## config.mk

```make
export PLATFORM = sky130hd
export DESIGN_NAME = cpu_prefetch_buffer
export DESIGN_NICKNAME = d
export VERILOG_FILES = /design/src/rtl/cpu_prefetch_buffer.sv
export SDC_FILE = /design/constraint.sdc
export NUM_CORES = 1
export LEC_CHECK = 0
export BUFFER_PORTS_ARGS = -buffer_cell sky130_fd_sc_hd__buf_2
export CAP_MARGIN = 20
export CELL_PAD_IN_SITES_DETAIL_PLACEMENT = 1
export CELL_PAD_IN_SITES_GLOBAL_PLACEMENT = 1
export CORE_MARGIN = 5
export CORE_UTILIZATION = 35
export CTS_CLUSTER_SIZE = 14
export DETAILED_ROUTE_END_ITERATION = 16
export PLACE_DENSITY_LB_ADDON = 0.3
export SYNTH_ARGS = -nofsm -noshare
export SYNTH_HDL_FRONTEND = slang
export SYNTH_SLANG_ARGS = --single-unit
export TNS_END_PERCENT = 20
```

## constraint.sdc

```tcl
create_clock -name clk -period 2.75 [get_ports clk]
set_input_delay 0.825 -clock clk [delete_from_list [all_inputs] [get_ports clk]]
set_output_delay 0.825 -clock clk [all_outputs]
set_load 0.02 [all_outputs]
```

## src/rtl/cpu_prefetch_buffer.sv

```systemverilog
// ---------------------------------------------------------------------------
// cpu_prefetch_buffer
//   Instruction prefetch queue between an in-order instruction memory and the
//   fetch stage. Keeps up to DEPTH requests outstanding (queued + in flight),
//   tags every returned word with its fetch address and flushes on redirect.
//
// Parameters
//   DEPTH     queue entries, power of two, 2..16
//   RESET_PC  first fetch address after reset
//
// Ports
//   clk              clock, all state on rising edge
//   rst              asynchronous active-high reset
//   redirect         flush queue and in-flight work, refetch from redirect_pc
//   redirect_pc      new fetch address (sampled with redirect)
//   deq              fetch stage consumes the head entry
//   head_valid       head entry present
//   head_instr       head instruction word (NOP 0x13 when empty)
//   head_pc          head instruction address (RESET_PC when empty)
//   mem_req_valid    read request offered
//   mem_req_addr     address of the offered request
//   mem_req_ready    memory accepts the request this cycle
//   mem_resp_valid   read data returned, in request order
//   mem_resp_data    returned instruction word
//
// Build option
//   PREFETCH_BYPASS_EN  when defined, a response arriving at an empty queue
//                       is forwarded to head_* in the same cycle.
// ---------------------------------------------------------------------------
module cpu_prefetch_buffer #(
    parameter int          DEPTH    = 4,
    parameter logic [31:0] RESET_PC = 32'h0000_0000
) (
    input  logic        clk,
    input  logic        rst,
    input  logic        redirect,
    input  logic [31:0] redirect_pc,
    input  logic        deq,
    output logic        head_valid,
    output logic [31:0] head_instr,
    output logic [31:0] head_pc,
    output logic        mem_req_valid,
    output logic [31:0] mem_req_addr,
    input  logic        mem_req_ready,
    input  logic        mem_resp_valid,
    input  logic [31:0] mem_resp_data
);

    localparam int          AW      = (DEPTH > 1) ? $clog2(DEPTH) : 1;
    localparam int          CW      = AW + 1;
    localparam logic [CW:0] DEPTH_C = (CW + 1)'(DEPTH);
    localparam logic [31:0] NOP     = 32'h0000_0013;

    logic [31:0]   r_fetch_pc;
    logic [31:0]   r_resp_pc;     // address of the next response that will be kept
    logic [AW-1:0] r_rd_ptr;
    logic [AW-1:0] r_wr_ptr;
    logic [CW-1:0] r_count;
    logic [CW-1:0] r_inflight;    // includes responses still to be discarded
    logic [CW-1:0] r_discard;
    logic [31:0]   r_instr [DEPTH];
    logic [31:0]   r_pc    [DEPTH];

    logic          w_req_valid;
    logic          w_accept;
    logic          w_resp;
    logic          w_resp_keep;
    logic          w_q_valid;
    logic          w_pop;
    logic          w_enq;
    logic          w_bypass_take;
    logic [CW-1:0] w_inflight_nxt;

    // Occupancy counts queued entries plus every outstanding request, so a
    // response can always find a free slot.
    assign w_req_valid = !rst && (({1'b0, r_count} + {1'b0, r_inflight}) < DEPTH_C);
    assign w_accept    = w_req_valid && mem_req_ready;

    // A response with nothing outstanding is a protocol violation; ignore it.
    assign w_resp      = mem_resp_valid && (r_inflight != '0);
    assign w_resp_keep = w_resp && (r_discard == '0) && !redirect;

    assign w_q_valid   = (r_count != '0);
    assign w_pop       = deq && w_q_valid && !redirect;
    assign w_enq       = w_resp_keep && !w_bypass_take;

    assign w_inflight_nxt = r_inflight + CW'(w_accept) - CW'(w_resp);

    assign mem_req_valid = w_req_valid;
    assign mem_req_addr  = r_fetch_pc;

`ifdef PREFETCH_BYPASS_EN
    // An empty queue lets a kept response appear at the head immediately;
    // consuming it in the same cycle means it never occupies a slot.
    assign w_bypass_take = !w_q_valid && w_resp_keep && deq;

    always_comb begin
        head_valid = 1'b0;
        head_instr = NOP;
        head_pc    = RESET_PC;
        if (w_q_valid) begin
            head_valid = 1'b1;
            head_instr = r_instr[r_rd_ptr];
            head_pc    = r_pc[r_rd_ptr];
        end else if (w_resp_keep) begin
            head_valid = 1'b1;
            head_instr = mem_resp_data;
            head_pc    = r_resp_pc;
        end
    end
`else
    assign w_bypass_take = 1'b0;

    always_comb begin
        head_valid = 1'b0;
        head_instr = NOP;
        head_pc    = RESET_PC;
        if (w_q_valid) begin
            head_valid = 1'b1;
            head_instr = r_instr[r_rd_ptr];
            head_pc    = r_pc[r_rd_ptr];
        end
    end
`endif

    always_ff @(posedge clk or posedge rst) begin
        if (rst) begin
            r_fetch_pc <= RESET_PC;
            r_resp_pc  <= RESET_PC;
            r_rd_ptr   <= '0;
            r_wr_ptr   <= '0;
            r_count    <= '0;
            r_inflight <= '0;
            r_discard  <= '0;
        end else begin
            r_inflight <= w_inflight_nxt;
            if (redirect) begin
                // Everything still outstanding after this cycle belongs to the
                // old stream, including a request accepted right now.
                r_fetch_pc <= redirect_pc;
                r_resp_pc  <= redirect_pc;
                r_rd_ptr   <= '0;
                r_wr_ptr   <= '0;
                r_count    <= '0;
                r_discard  <= w_inflight_nxt;
            end else begin
                if (w_accept) begin
                    r_fetch_pc <= r_fetch_pc + 32'd4;
                end
                if (w_resp && (r_discard != '0)) begin
                    r_discard <= r_discard - CW'(1);
                end
                if (w_resp_keep) begin
                    r_resp_pc <= r_resp_pc + 32'd4;
                end
                if (w_enq) begin
                    r_wr_ptr <= r_wr_ptr + AW'(1);
                end
                if (w_pop) begin
                    r_rd_ptr <= r_rd_ptr + AW'(1);
                end
                r_count <= r_count + CW'(w_enq) - CW'(w_pop);
            end
        end
    end

    always_ff @(posedge clk) begin
        if (w_enq) begin
            r_instr[r_wr_ptr] <= mem_resp_data;
            r_pc[r_wr_ptr]    <= r_resp_pc;
        end
    end

endmodule
```

* Yosys cells after proc, flatten, opt, wreduce, memory -nomap -nowiden
Memories as Yosys holds them, arrays and structs flattened. Index checks and enable logic that the tools add are counted. W data, S select, Z words.
Cells by class: add/subtract/negate cells 10, magnitude comparators 1, mux-type cells 16, reduce and logical (&&, ||, !) cells 18
Operators with widths (count):
- $mux W32 | 6
- $add A32 B3 Y32 const B | 2
- $mux W3 | 3
- $reduce_bool A3 Y1 | 3
- $logic_and A1 B1 Y1 | 8
- $mux W2 | 4
- $reduce_bool A2 Y1 | 4
- $add A3 B1 Y3 | 2
- $sub A3 B1 Y3 | 2
- $add A2 B1 Y2 const B | 2
- $add A3 B3 Y4 | 1
- $lt A4 B3 Y1 const B | 1
- $logic_not A3 Y1 | 1
- $mux W1 | 3
- $sub A3 B1 Y3 const B | 1
- $logic_not A1 Y1 | 2
Word-level totals: flip-flop bits (word level) 77, bits in writable memories 256, bits of input ports 70, output and inout port bits 98, word-level logic and storage cells 54, memories 2
Memories:
- r_instr | depth 4, bits a word 32, read ports 1, clocked after memory_dff 0, wr ports 1, line 61 | logic [31:0] r_instr [DEPTH];
- r_pc | depth 4, bits a word 32, read ports 1, clocked after memory_dff 0, wr ports 1, line 62 | logic [31:0] r_pc [DEPTH];

* Logic depth before layout (Yosys ltp)
word-level depth 7, mapped depth 12, gate-level depth less buffers 12

* Worst setup path before layout
Ideal clock, no wire load.
path type in2reg, from input port redirect, to memory r_instr[0][0] (enable), setup time 0.429 ns, arrival 2.878 ns, data required time 2.321 ns, setup slack -0.557 ns, stages on the path 3, path buffers 1, cell sequence clkbuf_1 > nor3_1 > and2_1
Between the ends: cells in the longest elaborated chain, start to end 4
RTL lines:
- start: declaration | line 36 | input logic redirect,
- $logic_not A1 Y1 | line 81 | assign w_resp_keep = w_resp && (r_discard == '0) && !redirect;
- $logic_and A1 B1 Y1 | line 81
- $mux W1 | line 168 | if (w_enq) begin
- $mux W1 (implied by the code) | line 169 | r_instr[r_wr_ptr] <= mem_resp_data;
- end: declaration | line 61
No other way between the ends.

* Final worst setup path
from register r_rd_ptr[0], to output port head_instr[30]
Between the ends: cells in the longest elaborated chain, start to end 2
RTL lines:
- start: declaration | line 56 | logic [AW-1:0] r_rd_ptr;
- start signal: assignment | line 160 | r_rd_ptr <= r_rd_ptr + AW'(1);
- $mem_v2 Z4 W32
- $mux W32 | line 118 | if (w_q_valid) begin
- end: declaration | line 40 | output logic [31:0] head_instr,
No other way between the ends.

==> run summary <==
Residual DRC -> 0
max-cap viol count -> 0
failing checks -> setup timing
Worst Skew -> 24.26 ps
total design power -> 15730 uW
status -> finished, violations left
Setup violations, final -> 65
final slew viol count -> 0
ys async rst share -> 0.2312
DP Wirelength -> 21800 um
Layout area overhead -> 26.50%
worst min path class -> primary input to asynchronous set/reset pin
initial antenna violation count -> 2
crit-path max FO -> 7
Ant. Diodes -> 0
# H-tree levels -> 2
post-layout util -> 0.4479
PnR worst setup slack -> -229.4 ps
crit path launch type -> flop
largest net degree at the start of global routing -> 66
Port Buffers -> 167
Yosys cell types -> 44
syn nets -> 923
vias in the first global route -> 8743
io pins -> 168
shortest period the worst path allows -> 2979 ps
Via density -> 5.003
Register Area -> 9622 um2
Post-Syn Instances -> 837
slew at the pin with the worst max-slew slack -> 724.4 ps
worst path required time -> 1930 ps
#FFs+latches synth -> 333
static leakage -> 0.006431 uW
CTS sink cnt -> 333
# fillers -> 3943
TritonCTS clock tree -> done
DRT iter0 DRCs -> 326
grt ovf -> 0
clock root cell -> clkbuf_16
GP Congestion -> 0.7669
Core Rows -> 73
crit end category -> primary output
DR WL/cell -> 21.02 um
chip height -> 210.7 um
Die Wd -> 210.7 um
RSZ-0062 raised after global routing -> yes
relative slew slack -> 0.5153
gr usage total -> 0.1523
synthesized area -> 14100 um2
kind of critical path -> flop to primary output
clock slew at reported path FFs -> 60 ps
clock tree buffer depth -> 3
proportion of layout cells with a drive suffix above 1 -> 0.4011
Final Hold Vio Count -> 0
Clock Latency Late Sink -> 530 ps
ys flop type -> edfxtp_1
final net count -> 1154
vias post-DR -> 8115
initial core utilization -> 0.3541
Yosys warnings -> 0
Core Footprint -> 39820 um2
power density cells -> 881.6 nW/um2
Post-DRT Antenna Nets -> 0
Total Die Area -> 44400 um2
Pre-antenna DRT Iters -> 4
Syn Area/Cell -> 16.85 um2
drt total wl -> 34100 um
crit share post-route -> 1.083
clock buffer count from CTS -> 37
CTS Hold Bufs -> 0
Min Hold Slack -> 420.3 ps
Multi-input gate area -> 4385 um2
EDFF count, synth -> 256
Max Fclk -> 335.6 MHz
first-pass GRT wire length -> 52520 um
post-synthesis sequential area ratio -> 0.6818
peak supply drop -> 497.0 uV
CP arrival -> 2150 ps
## layout by cell type, fill, tap and decap left out, types with 13 or more instances in the layout
master and instances:
dfrtp_1 75, mux2_2 38, buf_6 44, nand2_1 20
ha_1 13, xnor2_1 40, buf_2 127, buf_4 29
inv_1 18, nor3_1 13, nor2_1 29, buf_12 20
nand4_1 31, and2_4 36, mux4_2 64, nand3_1 21
edfxtp_1 256, and2_1 32, xor2_1 24, clkbuf_16 39
## synthesized netlist by cell type, types with 2 or more instances
library cell | number | area (um2)
clkinv_1 | 2 | 7.510
and4_1 | 8 | 70.07
inv_1 | 20 | 75.07
nand4_1 | 31 | 193.9
nand3_1 | 21 | 105.1
clkbuf_1 | 21 | 78.83
ha_1 | 14 | 175.2
nor2_1 | 30 | 112.6
o21ai_0 | 6 | 30.03
a21boi_0 | 8 | 60.06
a31oi_1 | 2 | 12.51
xnor2_1 | 41 | 359.1
mux4_2 | 64 | 1441
fa_1 | 2 | 40.04
nand2b_1 | 7 | 43.79
dfrtp_1 | 77 | 1927
mux2i_1 | 2 | 20.02
nor4_4 | 3 | 63.81
or4_4 | 2 | 22.52
buf_2 | 6 | 30.03
nand4b_1 | 2 | 17.52
buf_1 | 6 | 22.52
and3_1 | 11 | 68.82
and2_1 | 68 | 425.4
or2_2 | 3 | 18.77
nor3_2 | 2 | 20.02
mux2_2 | 38 | 427.9
a21oi_1 | 10 | 50.05
nand2_1 | 20 | 75.07
edfxtp_1 | 256 | 7687
nor3_1 | 14 | 70.07
a21boi_1 | 4 | 30.03
xor2_1 | 24 | 210.2
nor2b_1 | 2 | 12.51
## final timing paths
kind	slack, ps	start	depth (start not counted)	endpoint
worst max-delay path	-230	r_rd_ptr[0]	6	head_instr[30]
worst max register to register	130	r_count[2]	12	r_discard[2]
min in group clk	520	r_resp_pc[1]	0	r_pc[2][1]
worst min-delay path	420	rst	2	r_resp_pc[17]
max in group asynchronous	1730	rst	3	mem_req_addr[4]
worst min register to register	520	r_resp_pc[1]	0	r_pc[2][1]
## per-stage QoR
stage                     TNS [ps]  instances  worst slack, ps  cell area [um2]
after CTS                   -14350       1622           -272.1            17700
final                       -11250       1622           -229.4            17840
after global routing        -16030       1622           -294.7            17840
after global placement       -1295       1535           -315.5            15960
after floorplan             -74620        837           -556.1            14100
after detailed placement     -1862       1535           -363.9            15960
## layout make-up
type | count | share of cell area
clock buffer | 50 | 0.05702
inverter | 23 | 0.004910
timing repair buffer | 227 | 0.1082
clock inverter | 18 | 0.007856
sequential | 333 | 0.5394
multi-input combinational | 446 | 0.2458
tap | 525 | 0.03682
## routing by layer
layer  up-vias  GRT usage  routed length, um
li1       3678          -                  -
met2       174     0.2591              16610
met5         -          0                  7
met1      4216     0.2056              15450
met3        45    0.02896               1393
met4         2    0.03242                637
## critical path, cell delays in order, from the launching register on
cell     delay, ps
dfrtp_4        510
buf_12         150
buf_12         130
buf_12         130
mux4_2         420
and2_4         170
buf_6          120
## registers in the layout (all words and copies together), names as in the netlist
signal,flops
r_rd_ptr,2
r_pc,128
mem_req_addr,32
r_inflight,3
r_discard,3
r_resp_pc,32
r_count,3
r_instr,128
r_wr_ptr,2
## logic make-up (layout without fill, tap and decap cells)
family	Yosys count	in the layout	share of synthesized area
DFF	333	333	0.6818
AOI/OAI and AO/OA	33	33	0.01508
adders and majority gates	16	16	0.01526
muxes	104	104	0.1340
xor gates and xnor gates	65	65	0.04037
and+or+nand+nor	228	228	0.09672
buffers and inverters	58	318	0.01677
## report_power, final
group          internal [uW]  total, uW  switching, uW
logic                   2590       4990           2400
registers               5730       6020            288
clock network           2790       4720           1930
total                  11100      15700           4610
## repair_timing
item	CTS	global route
setup endpoints to repair	67	68
cloned	5	0
gates resized for setup	96	42
pin swaps	2	3
setup buffers	15	0
Power figures use the tool's default switching activity.
